<file path="src/rtl/ysyx_25030081_lsu_pkg.sv">
`timescale 1ns/1ps
`default_nettype none
// ============================================================================
//  Module   : ysyx_25030081_lsu_pkg
//  Brief    : Shared constants for the load/store unit: FSM state codes,
//             mem_op encodings, byte-lane masks and an op legality helper.
//  Revision : 1.0  initial release
// ============================================================================
package ysyx_25030081_lsu_pkg;

  // FSM state codes (2-bit)
  localparam logic [1:0] C_ST_IDLE = 2'd0;
  localparam logic [1:0] C_ST_REQ  = 2'd1;
  localparam logic [1:0] C_ST_RESP = 2'd2;
  localparam logic [1:0] C_ST_DONE = 2'd3;

  // mem_op encodings: [2]=unsigned, [1]=word, [0]=half
  localparam logic [2:0] C_OP_B  = 3'b000;
  localparam logic [2:0] C_OP_H  = 3'b001;
  localparam logic [2:0] C_OP_W  = 3'b010;
  localparam logic [2:0] C_OP_BU = 3'b100;
  localparam logic [2:0] C_OP_HU = 3'b101;

  // Lane masks before shifting to the addressed byte
  localparam logic [3:0] C_MASK_B = 4'b0001;
  localparam logic [3:0] C_MASK_H = 4'b0011;
  localparam logic [3:0] C_MASK_W = 4'b1111;

  // Anything outside the five defined encodings is an illegal request
  function automatic logic op_illegal(input logic [2:0] op);
    return !((op == C_OP_B) || (op == C_OP_H) || (op == C_OP_W) ||
             (op == C_OP_BU) || (op == C_OP_HU));
  endfunction

endpackage
`default_nettype wire

</file>
<file path="src/rtl/ysyx_25030081_lsu_align.sv">
`timescale 1ns/1ps
`default_nettype none
// ============================================================================
//  Module   : ysyx_25030081_lsu_align
//  Brief    : Combinational byte-lane formatting. Store side builds the write
//             mask, lane-replicated data and misalignment flag; load side
//             selects the addressed lane and sign/zero extends it.
//  Revision : 1.0  initial release
// ============================================================================
module ysyx_25030081_lsu_align
  import ysyx_25030081_lsu_pkg::*;
#(
  parameter int DATA_W = 32
) (
  input  logic [2:0]        st_op,
  input  logic [1:0]        st_addr_lo,
  input  logic [DATA_W-1:0] st_wdata,
  output logic [3:0]        st_wmask,
  output logic [DATA_W-1:0] st_wdata_rep,
  output logic              st_misaligned,
  input  logic [2:0]        ld_op,
  input  logic [1:0]        ld_addr_lo,
  input  logic [DATA_W-1:0] ld_rdata,
  output logic [DATA_W-1:0] ld_rdata_ext
);

  logic [DATA_W-1:0] w_lane;

  // Store side: size is taken from op[1:0]; the unsigned bit does not matter
  always_comb begin
    st_wmask      = 4'b0000;
    st_wdata_rep  = st_wdata;
    st_misaligned = 1'b0;
    case (st_op[1:0])
      2'b00: begin
        st_wmask     = C_MASK_B << st_addr_lo;
        st_wdata_rep = {4{st_wdata[7:0]}};
      end
      2'b01: begin
        st_wmask      = C_MASK_H << st_addr_lo;
        st_wdata_rep  = {2{st_wdata[15:0]}};
        st_misaligned = st_addr_lo[0];
      end
      2'b10: begin
        st_wmask      = C_MASK_W;
        st_misaligned = |st_addr_lo;
      end
      default: begin
        st_wmask      = 4'b0000;
        st_misaligned = 1'b0;
      end
    endcase
  end

  assign w_lane = ld_rdata >> {ld_addr_lo, 3'b000};

  // Load side: move the addressed lane to bit 0, then extend by op
  always_comb begin
    ld_rdata_ext = '0;
    case (ld_op)
      C_OP_B:  ld_rdata_ext = {{24{w_lane[7]}}, w_lane[7:0]};
      C_OP_BU: ld_rdata_ext = {24'd0, w_lane[7:0]};
      C_OP_H:  ld_rdata_ext = {{16{w_lane[15]}}, w_lane[15:0]};
      C_OP_HU: ld_rdata_ext = {16'd0, w_lane[15:0]};
      C_OP_W:  ld_rdata_ext = ld_rdata;
      default: ld_rdata_ext = '0;
    endcase
  end

endmodule
`default_nettype wire

</file>
<file path="src/rtl/ysyx_25030081_lsu.sv">
`timescale 1ns/1ps
`default_nettype none
// ============================================================================
//  Module   : ysyx_25030081_lsu
//  Brief    : Load/store unit. Accepts one decoded request, checks alignment,
//             runs one valid/ready bus transaction and returns the extended
//             load result or store completion to writeback.
//  Revision : 1.0  initial release
// ============================================================================
module ysyx_25030081_lsu
  import ysyx_25030081_lsu_pkg::*;
#(
  parameter int ADDR_W = 32,
  parameter int DATA_W = 32
) (
  input  logic              clk,
  input  logic              rst_n,
  input  logic              in_valid,
  output logic              in_ready,
  input  logic              in_ren,
  input  logic              in_wen,
  input  logic [2:0]        in_mem_op,
  input  logic [ADDR_W-1:0] in_addr,
  input  logic [DATA_W-1:0] in_wdata,
  output logic              out_valid,
  input  logic              out_ready,
  output logic [DATA_W-1:0] out_rdata,
  output logic              out_err,
  output logic              bus_req_valid,
  input  logic              bus_req_ready,
  output logic [ADDR_W-1:0] bus_addr,
  output logic              bus_wen,
  output logic [DATA_W-1:0] bus_wdata,
  output logic [3:0]        bus_wmask,
  input  logic              bus_resp_valid,
  output logic              bus_resp_ready,
  input  logic [DATA_W-1:0] bus_rdata,
  input  logic              bus_resp_err
);

  logic [1:0]        r_state;
  logic              r_wen;
  logic [2:0]        r_op;
  logic [1:0]        r_addr_lo;

  logic [3:0]        w_wmask;
  logic [DATA_W-1:0] w_wdata_rep;
  logic              w_misaligned;
  logic [DATA_W-1:0] w_rdata_ext;
  logic              w_bad_req;

  // Store formatting works on the live request; load extension on the latched one
  ysyx_25030081_lsu_align #(
    .DATA_W (DATA_W)
  ) u_align (
    .st_op         (in_mem_op),
    .st_addr_lo    (in_addr[1:0]),
    .st_wdata      (in_wdata),
    .st_wmask      (w_wmask),
    .st_wdata_rep  (w_wdata_rep),
    .st_misaligned (w_misaligned),
    .ld_op         (r_op),
    .ld_addr_lo    (r_addr_lo),
    .ld_rdata      (bus_rdata),
    .ld_rdata_ext  (w_rdata_ext)
  );

  assign w_bad_req = op_illegal(in_mem_op) | (in_ren & in_wen) | w_misaligned;

  // Handshake outputs are pure state decodes
  assign in_ready       = (r_state == C_ST_IDLE);
  assign bus_req_valid  = (r_state == C_ST_REQ);
  assign bus_resp_ready = (r_state == C_ST_RESP);
  assign out_valid      = (r_state == C_ST_DONE);

  // Request latching, bus field registers, result capture and state sequencing
  always_ff @(posedge clk) begin
    if (!rst_n) begin
      r_state   <= C_ST_IDLE;
      r_wen     <= 1'b0;
      r_op      <= 3'b000;
      r_addr_lo <= 2'b00;
      bus_addr  <= '0;
      bus_wen   <= 1'b0;
      bus_wdata <= '0;
      bus_wmask <= 4'b0000;
      out_rdata <= '0;
      out_err   <= 1'b0;
    end else begin
      case (r_state)
        C_ST_IDLE: begin
          if (in_valid) begin
            r_wen     <= in_wen;
            r_op      <= in_mem_op;
            r_addr_lo <= in_addr[1:0];
            if (w_bad_req) begin
              out_err   <= 1'b1;
              out_rdata <= '0;
              r_state   <= C_ST_DONE;
            end else if (!in_ren && !in_wen) begin
              out_err   <= 1'b0;
              out_rdata <= '0;
              r_state   <= C_ST_DONE;
            end else begin
              bus_addr  <= {in_addr[ADDR_W-1:2], 2'b00};
              bus_wen   <= in_wen;
              bus_wdata <= in_wen ? w_wdata_rep : '0;
              bus_wmask <= in_wen ? w_wmask : 4'b0000;
              r_state   <= C_ST_REQ;
            end
          end
        end
        C_ST_REQ: begin
          if (bus_req_ready) begin
            r_state <= C_ST_RESP;
          end
        end
        C_ST_RESP: begin
          if (bus_resp_valid) begin
            out_err   <= bus_resp_err;
            out_rdata <= (r_wen || bus_resp_err) ? '0 : w_rdata_ext;
            r_state   <= C_ST_DONE;
          end
        end
        C_ST_DONE: begin
          if (out_ready) begin
            r_state <= C_ST_IDLE;
          end
        end
        default: r_state <= C_ST_IDLE;
      endcase
    end
  end

endmodule
`default_nettype wire

</file>
<file path="config.mk">
export PLATFORM = sky130hd
export DESIGN_NAME = ysyx_25030081_lsu
export DESIGN_NICKNAME = d
export VERILOG_FILES = /design/src/rtl/ysyx_25030081_lsu_pkg.sv /design/src/rtl/ysyx_25030081_lsu_align.sv /design/src/rtl/ysyx_25030081_lsu.sv
export SDC_FILE = /design/constraint.sdc
export NUM_CORES = 1
export LEC_CHECK = 0
export BUFFER_PORTS_ARGS = -buffer_cell sky130_fd_sc_hd__clkbuf_2
export CAP_MARGIN = 0
export CORE_MARGIN = 4
export CORE_UTILIZATION = 43
export CTS_CLUSTER_SIZE = 10
export DETAILED_ROUTE_END_ITERATION = 7
export HOLD_SLACK_MARGIN = 0.06
export PLACE_DENSITY = 0.87
export SETUP_SLACK_MARGIN = 0.05
export SLEW_MARGIN = 5
export SYNTH_ARGS = -nofsm -noshare
export SYNTH_HDL_FRONTEND = slang
export SYNTH_SLANG_ARGS = --single-unit
</file>
<file path="constraint.sdc">
create_clock -name clk -period 1.8 [get_ports clk]
set_clock_uncertainty 0.05 [all_clocks]
set_input_delay 0.09 -clock clk [delete_from_list [all_inputs] [get_ports clk]]
set_output_delay 0.09 -clock clk [all_outputs]
set_load 0.02 [all_outputs]
</file>
==> impl_metrics.env <==
export IMPL_slew_headroom=0.6362
export IMPL_ctsHtreeMaxLevel=3
export IMPL_grt_start_max_net_pins=29
export IMPL_status="finished clean"
export IMPL_synthFlopType="dfxtp_1"
export IMPL_timing_final_crit_share=0.9934
export IMPL_crit_arrival_ns=1.97
export IMPL_cp_end_kind="register"
export IMPL_synth_fa_ha_area_frac=0.01775
export IMPL_r2r_start="r_state[1]"
export IMPL_hold_start="bus_rdata[2]"
export IMPL_whs_endpoint="out_rdata[2]"
export IMPL_tightest_slew_ns=0.5424
export IMPL_die_area_um2=13250
export IMPL_fin_area_um2=7782
export IMPL_grt_pass1_wl_um=28260
export IMPL_cellLeakagePower_uw=0.003547
export IMPL_nFillCells=775
export IMPL_synth_top_family_by_area="compound AO/OA/AOI/OAI gates"
export IMPL_async_flop_share=0
export IMPL_placed_area_um2=6504
export IMPL_rows=38
export IMPL_ys_seq_area_frac=0.4382
export IMPL_crit_fanout=13
export IMPL_fin_nets=949
export IMPL_firstDrtPassIters=5
export IMPL_drv_slew=0
export IMPL_worstSetupPathType="register to register"
export IMPL_clockBufferDepth=2
export IMPL_antenna_found_initial=1
export IMPL_die_w_um=115.1
export IMPL_drc=0
export IMPL_syn_cell_area_um2=4933
export IMPL_r2r_setup_slack_ns=0.01
export IMPL_place_congestion=0.9196
export IMPL_cts_made_buffers=9
export IMPL_synthMuxAreaShare=0.09739
export IMPL_synth_compound_area_frac=0.2871
export IMPL_root_buffer="clkbuf_16"
export IMPL_rsz0062_at_grt="true"
export IMPL_num_io_pins=214
export IMPL_dp_slack_ns=-0.2938
export IMPL_timing_final_crit_period_ns=1.788
export IMPL_avgRoutedWirePerCell_um=18.81
export IMPL_vias=5611
export IMPL_drive_above_1_share=0.3842
export IMPL_layout_commonest_cell="clkbuf_2"
export IMPL_port_buffers=211
export IMPL_ff_latch_area_um2=2170
export IMPL_synthDistinctLibCells=50
export IMPL_powerDensity_nw_per_um2=1003
export IMPL_cp_required_ns=1.98
export IMPL_insertion_delay_ns=0.34
export IMPL_grt_overflow_total=0
export IMPL_hold_depth=4
export IMPL_dp_final_hpwl_um=11920
export IMPL_synth_edf_count=0
export IMPL_clock_fmax_mhz=559.2
export IMPL_routed_wl_um=18420
export IMPL_synth_xor_area_frac=0.001775
export IMPL_multi_input_area_um2=2724
export IMPL_start_util=0.4473
export IMPL_hold_path_class="input port to register"
export IMPL_r2r_cells=9
export IMPL_area_delta_synth_final_pct=57.75
export IMPL_reg2reg_to="out_rdata[25]"
export IMPL_setup_tns_ns=0
export IMPL_routed_via_density=5.731
export IMPL_hold_violations=0
export IMPL_grt_usage=0.2661
export IMPL_synth_simple_area_share=0.1101
export IMPL_drt_iter0_drc=433
export IMPL_synthCells=516
export IMPL_layout_common_cells="clkbuf_2 (211), dfxtp_1 (104), dlygate4sd3_1 (76)"
export IMPL_syn_mean_instance_area_um2=9.561
export IMPL_cp_start_kind="register"
export IMPL_clock_sinks=108
export IMPL_grt_pass1_vias=5702
export IMPL_setup_viol=0
export IMPL_vdd_ir_drop_max_uv=748.0
export IMPL_die_h_um=115.1
export IMPL_cts_tree="built"
export IMPL_maxCapViolations=0
export IMPL_setup_ws_ns=0.01180
export IMPL_yosysWarnings=0
export IMPL_antenna_left=0
export IMPL_yosys_register_bits=108
export IMPL_core_um2=11030
export IMPL_path_clk_slew_ns=0.07
## worst max-delay path: stages (launching register included)
cell	delay, ns
dfxtp_2	0.34
buf_6	0.12
ha_4	0.17
inv_2	0.06
o22ai_4	0.08
a211oi_4	0.27
a311oi_4	0.05
buf_6	0.16
buf_12	0.14
a22o_1	0.23
## synth_stat cells (all sizes together) (6+ instances only)
cell / count / share of area
a211oi: 20 / 0.034
a22oi: 15 / 0.023
a21oi: 26 / 0.027
dfxtp: 108 / 0.44
mux2i: 48 / 0.097
buf: 19 / 0.023
ha: 7 / 0.018
o211ai: 6 / 0.0091
nor2b: 12 / 0.015
a21o: 18 / 0.027
nor2: 47 / 0.039
o2bb2ai: 33 / 0.059
a22o: 35 / 0.062
nand2: 36 / 0.027
clkbuf: 21 / 0.016
o21ai: 17 / 0.017
inv: 11 / 0.0084
## sequential cells by signal, indices dropped and copies added (netlist names), 2 cells and up
signal / count
bus_wdata: 32
r_op: 3
out_rdata: 32
r_state: 2
bus_addr: 30
r_addr_lo: 2
bus_wmask: 4
## stage by stage
step / power [µW] / instances / hold slack [ns] / utilization
floorplan: 4459 / 517 / 0.1726 / -
global placement: 5232 / 876 / 0.2720 / 0.5896
detailed placement: 5326 / 876 / 0.2835 / 0.5896
CTS: 7623 / 977 / 0.06141 / 0.6979
global route: 8170 / 979 / 0.09128 / 0.7055
finish: 7802 / 979 / 0.06858 / 0.7055
## layer usage
metal | GRT usage | part of all wire | vias to the layer above | routed length, µm
met4 | 0.1643 | 0.053 | 0 | 975
met2 | 0.4406 | 0.49 | 356 | 9024
met1 | 0.3114 | 0.37 | 2626 | 6887
met5 | 0 | 0 | - | 0
met3 | 0.06105 | 0.083 | 93 | 1528
li1 | - | - | 2536 | -
## where the power goes
| group | internal [µW] | total, µW | switching, µW |
|---|---|---|---|
| Clock | 958 | 1910 | 950 |
| Combinational | 1490 | 3200 | 1710 |
| Sequential | 2570 | 2700 | 131 |
| Total | 5010 | 7800 | 2790 |
## repair_timing
| item | CTS | global route |
|---|---|---|
| endpoints found under the setup margin | 70 | 72 |
| pin swaps | 7 | 5 |
| buffers inserted | 8 | 0 |
| hold buffers | 76 | 0 |
| resized for setup | 12 | 12 |
| hold endpoints to repair | 76 | 0 |
| cloned | 2 | 1 |
## how the worst max path moves through the flow
stage                 startpoint       endpoint  slack (ns)
detailed placement  in_mem_op[0]   bus_wmask[1]       -0.29
CTS                   r_state[1]  out_rdata[25]        0.05
finish                r_state[1]  out_rdata[25]        0.01
global route          r_state[1]  out_rdata[19]       -0.04
global placement    in_mem_op[0]   bus_wmask[0]       -0.26
floorplan             r_state[1]  out_rdata[22]       0.006
## layout make-up
| type | instances | area share |
|---|---|---|
| Multi-Input combinational cell | 359 | 0.3500 |
| Antenna cell | 1 | 0.0003215 |
| Timing Repair Buffer | 345 | 0.3068 |
| Clock buffer | 9 | 0.02894 |
| Sequential cell | 108 | 0.2788 |
| Clock inverter | 6 | 0.006752 |
| Tap cell | 140 | 0.02251 |
| Inverter | 11 | 0.005949 |
## kinds of logic (layout without fill, tap and decap cells)
| family | Yosys count | count (layout) |
|---|---|---|
| xor+xnor | 1 | 1 |
| other cells | 1 | 3 |
| mux | 48 | 48 |
| fa+ha+maj | 7 | 7 |
| compound gates | 184 | 184 |
| simple gates | 116 | 117 |
| buf+inv | 51 | 371 |
| flops | 108 | 108 |
No activity file was read; power rests on OpenSTA's default activity.
